<file path="config.mk">
export PLATFORM = sky130hd
export DESIGN_NAME = t_toggle_counter
export DESIGN_NICKNAME = d
export VERILOG_FILES = /design/src/rtl/t_toggle_counter_pkg.sv /design/src/rtl/t_toggle_counter_cell.sv /design/src/rtl/t_toggle_counter.sv
export SDC_FILE = /design/constraint.sdc
export NUM_CORES = 1
export LEC_CHECK = 0
export CORE_AREA = 10 10 47 49
export DETAILED_ROUTE_END_ITERATION = 8
export DIE_AREA = 0 0 57 59
export HOLD_SLACK_MARGIN = 0.12
export SYNTH_ARGS = -nofsm -noshare
export SYNTH_HDL_FRONTEND = slang
export SYNTH_SLANG_ARGS = --single-unit
</file>
<file path="constraint.sdc">
create_clock -name clk -period 3.05 [get_ports clk]
set_clock_uncertainty 0.2 [all_clocks]
set_input_delay 0.61 -clock clk [delete_from_list [all_inputs] [get_ports clk]]
set_output_delay 0.61 -clock clk [all_outputs]
set_load 0.02 [all_outputs]
</file>
<file path="src/rtl/t_toggle_counter_pkg.sv">
// Shared constants for the T-cell up/down counter: direction encoding and default geometry.
package t_toggle_counter_pkg;

    localparam logic DIR_UP   = 1'b1;
    localparam logic DIR_DOWN = 1'b0;

    localparam int DEFAULT_WIDTH   = 4;
    localparam int DEFAULT_MODULUS = 10;

endpackage

</file>
<file path="src/rtl/t_toggle_counter_cell.sv">
// One counter bit: a T flip-flop with synchronous reset and parallel load.
// Per edge: reset clears, else ld takes d, else t toggles, else hold.
module t_cell
    import t_toggle_counter_pkg::*;
(
    input  logic clk,
    input  logic reset,
    input  logic ld,
    input  logic d,
    input  logic t,
    output logic q
);

    always_ff @(posedge clk) begin
        if (reset) begin
            q <= 1'b0;
        end else if (ld) begin
            q <= d;
        end else if (t) begin
            q <= ~q;
        end
    end

endmodule

</file>
<file path="src/rtl/t_toggle_counter.sv">
// Up/down counter built from WIDTH t_cell bits with load, terminal count and sticky wrap flag.
// Define T_TOGGLE_COUNTER_MOD_EN to make it wrap at MODULUS instead of 2^WIDTH.
module t_toggle_counter
    import t_toggle_counter_pkg::*;
#(
    parameter int WIDTH   = DEFAULT_WIDTH,
    parameter int MODULUS = DEFAULT_MODULUS
) (
    input  logic             clk,
    input  logic             reset,
    input  logic             en,
    input  logic             up,
    input  logic             load,
    input  logic [WIDTH-1:0] load_val,
    output logic [WIDTH-1:0] q,
    output logic             tc,
    output logic             ovf
);

    logic [WIDTH-1:0] term_up;
    logic [WIDTH-1:0] terminal;
    logic [WIDTH-1:0] load_d;
    logic [WIDTH-1:0] t_mask;
    logic [WIDTH-1:0] cnt_t;
    logic             run;
    logic             count_up;

    assign count_up = (up == DIR_UP);

`ifdef T_TOGGLE_COUNTER_MOD_EN
    localparam logic [WIDTH-1:0] MOD_MAX = WIDTH'(MODULUS - 1);

    logic wrap_now;

    assign term_up = MOD_MAX;
    assign load_d  = (load_val > MOD_MAX) ? MOD_MAX : load_val;
    // Leaving the range in either direction forces the wrapped value directly.
    assign wrap_now = count_up ? (q >= MOD_MAX) : (q == '0);
`else
    assign term_up = '1;
    assign load_d  = load_val;
    // MODULUS only matters in the modulo build.
    if (MODULUS < 2) begin : g_modulus_ignored
    end
`endif

    assign terminal = count_up ? term_up : '0;
    assign tc       = en & ~load & (q == terminal);

    // Bit i toggles when every lower bit is 1 (up) or 0 (down).
    always_comb begin
        t_mask = '0;
        run    = 1'b1;
        for (int i = 0; i < WIDTH; i++) begin
            t_mask[i] = run;
            run       = run & (count_up ? q[i] : ~q[i]);
        end
`ifdef T_TOGGLE_COUNTER_MOD_EN
        if (wrap_now) begin
            t_mask = q ^ (count_up ? '0 : MOD_MAX);
        end
`endif
        cnt_t = en ? t_mask : '0;
    end

    for (genvar i = 0; i < WIDTH; i++) begin : g_cell
        t_cell u_cell (
            .clk   (clk),
            .reset (reset),
            .ld    (load),
            .d     (load_d[i]),
            .t     (cnt_t[i]),
            .q     (q[i])
        );
    end

    always_ff @(posedge clk) begin
        if (reset) begin
            ovf <= 1'b0;
        end else if (load) begin
            ovf <= 1'b0;
        end else if (tc) begin
            ovf <= 1'b1;
        end
    end

endmodule

</file>
==> results of run 1 <==
-- cells in the final DEF, fill, tap and decap left out --
master and count:
a211o_1 1, nand2b_1 1, buf_4 3, clkbuf_1 1, clkbuf_4 3, nor2_1 3, nor4_2 1, o2111a_1 1
xnor2_1 1, o2111ai_1 1, dlygate4sd2_1 1, or4_1 1, a21oi_1 1, and3_1 2, inv_1 4, nor2b_1 1
nand2_1 4, o21ai_0 1, mux2i_1 1, dfxtp_1 5, nand3_1 1, and4_4 1, a2111oi_2 2, o21ai_1 1
xor2_1 1, nor3_1 3, clkdlybuf4s50_1 13, a32oi_1 1
-- worst min-delay path by stage --
stage | end | start | depth (start not counted)
after global routing | ovf$_SDFFE_PP0P_ | ovf$_SDFFE_PP0P_ | 2
final | ovf$_SDFFE_PP0P_ | ovf$_SDFFE_PP0P_ | 2
after detailed placement | ovf$_SDFFE_PP0P_ | ovf$_SDFFE_PP0P_ | 2
after global placement | ovf$_SDFFE_PP0P_ | ovf$_SDFFE_PP0P_ | 2
after floorplan | ovf$_SDFFE_PP0P_ | ovf$_SDFFE_PP0P_ | 2
after CTS | ovf$_SDFFE_PP0P_ | ovf$_SDFFE_PP0P_ | 2
-- kinds of logic (layout without fill, tap and decap cells) --
kind of cell | after synthesis | after routing | share of synthesized area (%)
AO/OA/AOI/OAI | 9 | 9 | 23.0
XOR/XNOR | 2 | 2 | 4.88
buffers and inverters | 10 | 25 | 14.6
flip-flops | 5 | 5 | 27.9
multiplexers | 1 | 1 | 2.79
AND/OR/NAND/NOR | 18 | 18 | 26.8
-- routing by layer --
metal | GRT usage [%] | part of all wire, % | vias up
li1 | - | - | 193
met1 | 7.05 | 44 | 159
met2 | 9.61 | 43 | 14
met3 | 5.58 | 13 | 0
met4 | 0 | 0 | 0
met5 | 0 | 0 | -
-- flip-flops by register name, indices dropped and copies added, names as in the netlist --
name	cells
g_cell.u_cell.q	4
ovf	1
-- worst reg2reg max path, cell delays in order, from the launching register on --
cell and delay, ns:
dfxtp_1 0.38, and3_1 0.21, o2111a_1 0.25, a2111oi_2 0.31
-- stage by stage --
| stage | cell area, sq um | power [mW] | cells | setup slack, ns |
|---|---|---|---|---|
| finish | 536 | 0.214 | 76 | 0.272 |
| CTS | 536 | 0.220 | 76 | 0.256 |
| global placement | 504 | 0.136 | 72 | -0.116 |
| detailed placement | 504 | 0.136 | 72 | -0.143 |
| floorplan | 359 | 0.113 | 45 | 0.738 |
| global route | 536 | 0.232 | 76 | 0.113 |
-- report_power, final --
group          switching, mW  internal, mW  total [mW]
clock                 0.0290        0.0496      0.0786
combinational         0.0264        0.0308      0.0572
sequential           0.00773        0.0707      0.0784
total                 0.0631         0.151       0.214
-- what timing repair did --
action	in CTS	in global routing
resized for setup	2	0
setup endpoints to repair	1	0
hold buffers	0	0
endpoints found under the hold margin	0	0
-- area by class of cell --
cell class | instances | area share (%)
tap | 16 | 3.74
sequential | 5 | 18.7
inverter | 4 | 2.80
timing repair buffer | 17 | 30.1
clock buffer | 4 | 4.91
multi-input combinational | 30 | 39.7
==> impl_metrics.toml, run 1 <==
[synthesis]
yosys_warnings = 0
seq_area_frac_synth_pct = 27.9
ys.flop_type = "dfxtp_1"
synth_async_sr_flop_share_pct = 0
syn_avg_cell_area_sq_um = 7.98
synth_edf_count = 0
synth_most_common_cell = "dfxtp_1"
synth_commonest_cells = "dfxtp_1, buf_4, inv_1, nand2_1"
yosysTopAreaCell = "dfxtp_1"
postSynthCellCount = 45
syn_nets = 54
yosys.area.top_type_share_pct = 27.9
synth_area_sq_um = 359
yosys_register_bits = 5
synth_area_leaders = "dfxtp_1, a2111oi_2, buf_4"
yosysUniqueCellTypes = 25

[setup_path]
endpoint = "tc"
worst-path-stages = 5
r2r_cells = 3
reg2reg_from = "g_cell[0].u_cell.q$_SDFFE_PP0P_"
cp_slowest_cell = "clkdlybuf4s50_1"
startpoint = "up"
critPathMaxStageDelay_ns = 0.46
path_cells = "clkdlybuf4s50_1 > nor4_2 > mux2i_1 > nor3_1 > dlygate4sd2_1"
cp.arrival_ns = 1.97
cp-end-kind = "output pin"
crit_path_start_kind = "primary input"
crit_family = "buffers and inverters"
ff2ff_setup_slack_ns = 1.59
critical_path_buf_inv_count = 2
critPathRequiredTime_ns = 2.24
path_class = "in -> out"
cp_max_fo = 3
r2r_end = "g_cell[2].u_cell.q$_SDFFE_PP0P_"

[sta]
post-route-period-util_pct = 91.1
fin_crit_ns = 2.78
worstMarginPinSlew_ns = 0.307
fmax_ghz = 0.360
relSlewSlack_pct = 79.4
rsz0062_at_grt = "no"
timing.hold.ws_ns = 0.251
final-setup-viol-count = 0
tns_ns = 0
finalHoldViolCount = 0
slew_viol_final = 0

[pwr]
irDropWorstVdd_uv = 226
powerDensity_nw_per_um2 = 400
leakage_nw = 0.226

[finish]
seq_area_sq_um = 100
final_nets = 70
fillers = 164
utilization_pct = 38.2
syn_to_final_growth_pct = 49.1
drive_gt1_share_pct = 16.7
multi_input_area_sq_um = 213
insertedDiodeCount = 0

[die]
core_sq_um = 1400
dieArea_sq_um = 3360
dieHeight_um = 59
die_width_um = 57
core.rowCount = 14
ios = 15
initial_core_util_pct = 25.6

[detailed_routing]
first_pass_iters = 4
ant_nets = 0
drc = 0
drt_iter0_markers = 4
wl_um = 947
vias = 366
vias_per_cell = 4.82
wl_per_cell_um = 12.5

[global_route]
grt_usage_pct = 6.37
grt_pass1_vias = 371
grt_max_degree = 9
grt_antenna_before_repair = 0
grt_pass1_wl_mm = 1.72
grt_overflow_total = 0

[clock_tree]
cts_tree = "yes"
numCtsBuffers = 3
root_buffer = "clkbuf_4"
cts_buffer_depth = 2
clock_sinks = 5
cts_setup_buffers = 0
clk_pin_slew_ns = 0.04
clk_latency_ns = 0.25
cts.htree.levels = 1

[placed_design]
dp_hpwl_um = 734
gp_congestion = 0.680
port-buffer-count = 14

[run_status]
status = "complete, no violations"

[min_path]
hold_class = "reg -> reg"

[job]
drv_cap = 0
No activity file was read; power rests on OpenSTA's default activity.
==> inputs of run 2 (changes only) <==
--- a/config.mk
+++ b/config.mk
@@ -9,6 +9,7 @@
 export DETAILED_ROUTE_END_ITERATION = 8
 export DIE_AREA = 0 0 57 59
 export HOLD_SLACK_MARGIN = 0.12
+export SETUP_SLACK_MARGIN = 0.15
 export SYNTH_ARGS = -nofsm -noshare
 export SYNTH_HDL_FRONTEND = slang
 export SYNTH_SLANG_ARGS = --single-unit
==> run 2 against run 1 <==
Power grew 1.1%; critical path depth unchanged; global-route usage did not move; cell count unchanged; core utilization increased by 0.71 points; design area increased by 1.9%; sequential share of layout area fell by 0.34 points; clock-buffer cell count is the same; hold slack is essentially flat; combinational power is 2% higher; fmax is 0.99% lower; sequential power up 1%.
==> impl_metrics.toml, run 2 (synthesized netlist as in run 1, its figures left out) <==
[setup_path]
path_cells = "clkdlybuf4s50_1 > and4_4 > mux2i_1 > nor3_1 > clkdlybuf4s15_1"
critPathRequiredTime_ns = 2.24
cp_slowest_cell = "clkdlybuf4s50_1"
path_class = "in -> out"
crit_path_start_kind = "primary input"
cp.arrival_ns = 2.00
critPathMaxStageDelay_ns = 0.56
cp-end-kind = "output pin"
cp_max_fo = 3

[clock_tree]
cts_buffer_depth = 2
cts_tree = "yes"
numCtsBuffers = 3
cts.htree.levels = 1
cts_setup_buffers = 0
clk_latency_ns = 0.25
clk_pin_slew_ns = 0.04
root_buffer = "clkbuf_4"
clock_sinks = 5

[placed_design]
place_inst = 72
dp_hpwl_um = 734
port-buffer-count = 14
gp_congestion = 0.680
placed_cell_area_sq_um = 504
dpl_worst_slack_ns = -0.143

[finish]
largest_register_ffs = 4
fillers = 162
fin_area_sq_um = 546
final_nets = 70
mostFrequentLayoutCells = "clkdlybuf4s50_1, dfxtp_1, inv_1, nand2_1"
reg_top3 = "g_cell.u_cell.q (4), ovf (1)"
layout_commonest_cell = "clkdlybuf4s50_1"
seq_area_sq_um = 100
drive_gt1_share_pct = 16.7
instances_no_fill = 76
syn_to_final_growth_pct = 51.9
utilization_pct = 38.9
regMostFlops = "g_cell.u_cell.q"
insertedDiodeCount = 0
multi_input_area_sq_um = 221

[sta]
tns_ns = 0
fin_crit_ns = 2.81
worstMarginPinSlew_ns = 0.341
slew_viol_final = 0
relSlewSlack_pct = 77.3
finalHoldViolCount = 0
post-route-period-util_pct = 92.0
timing.hold.ws_ns = 0.251
setup_slack_ns = 0.244
fmax_ghz = 0.356
final-setup-viol-count = 0
rsz0062_at_grt = "no"

[min_path]
hold_class = "reg -> reg"

[job]
drv_cap = 0

[run_status]
status = "complete, no violations"

[detailed_routing]
vias_per_cell = 4.80
vias = 365
drc = 0
ant_nets = 0
wl_um = 949
first_pass_iters = 4
drt_iter0_markers = 4
wl_per_cell_um = 12.5

[global_route]
met2_usage_pct = 9.61
grt_usage_pct = 6.37
use_met1_pct = 7.05
grt_pass1_vias = 371
grt_pass1_wl_mm = 1.72
met3_usage_pct = 5.58
grt_overflow_total = 0
grt_busiest_layer = "met2"
grt_max_degree = 9
grt_antenna_before_repair = 0

[pwr]
irDropWorstVdd_uv = 227
leakage_nw = 0.224
power_mw = 0.217
powerDensity_nw_per_um2 = 397

[die]
dieHeight_um = 59
dieArea_sq_um = 3360
core_sq_um = 1400
die_width_um = 57
ios = 15
core.rowCount = 14
initial_core_util_pct = 25.6
## run 2: cell types whose count changed in the layout (fill, tap and decap cells not counted)
cell,change
clkdlybuf4s15_1,+1
dlygate4sd2_1,-1
nor4_2,-1
nor4_4,+1
## run 2: worst paths after layout
| path | depth (start not counted) | start | endpoint | slack [ns] |
|---|---|---|---|---|
| worst max-delay path | 5 | up | tc | 0.24 |
| worst min-delay path | 2 | ovf$_SDFFE_PP0P_ | ovf$_SDFFE_PP0P_ | 0.25 |
| worst max register to register | 3 | g_cell[0].u_cell.q$_SDFFE_PP0P_ | g_cell[2].u_cell.q$_SDFFE_PP0P_ | 1.57 |
| worst min register to register | 2 | ovf$_SDFFE_PP0P_ | ovf$_SDFFE_PP0P_ | 0.25 |
## run 2: repair_timing
| action | 4_1_cts | 5_1_grt |
|---|---|---|
| endpoints found under the setup margin | 1 | 1 |
| hold buffers | 0 | 0 |
| resized for setup | 2 | 2 |
## run 2: where the power goes
group	total [mW]	internal, mW	leakage (nW)	switching [mW]
Sequential	0.0795	0.0707	0.0413	0.00886
Clock	0.0786	0.0496	0.0150	0.0290
Combinational	0.0586	0.0319	0.168	0.0267
## run 2: critical path: cells and delay by family
family,cells,cell delay (ns)
multiplexers,1,0.09
AND/OR/NAND/NOR,2,0.41
buffers and inverters,2,0.89
## run 2: layer usage
| metal | vias up | part of all wire, % |
|---|---|---|
| met2 | 14 | 43 |
| met4 | 0 | 0 |
| met1 | 158 | 44 |
| met5 | - | 0 |
| li1 | 193 | - |
| met3 | 0 | 13 |
## run 2: layout make-up
type / instances / share of cell area, %
well taps: 16 / 3.67
repair buffers: 17 / 29.8
inverters: 4 / 2.75
flip-flops and latches: 5 / 18.3
multi-input cells: 30 / 40.6
clock buffers: 4 / 4.82
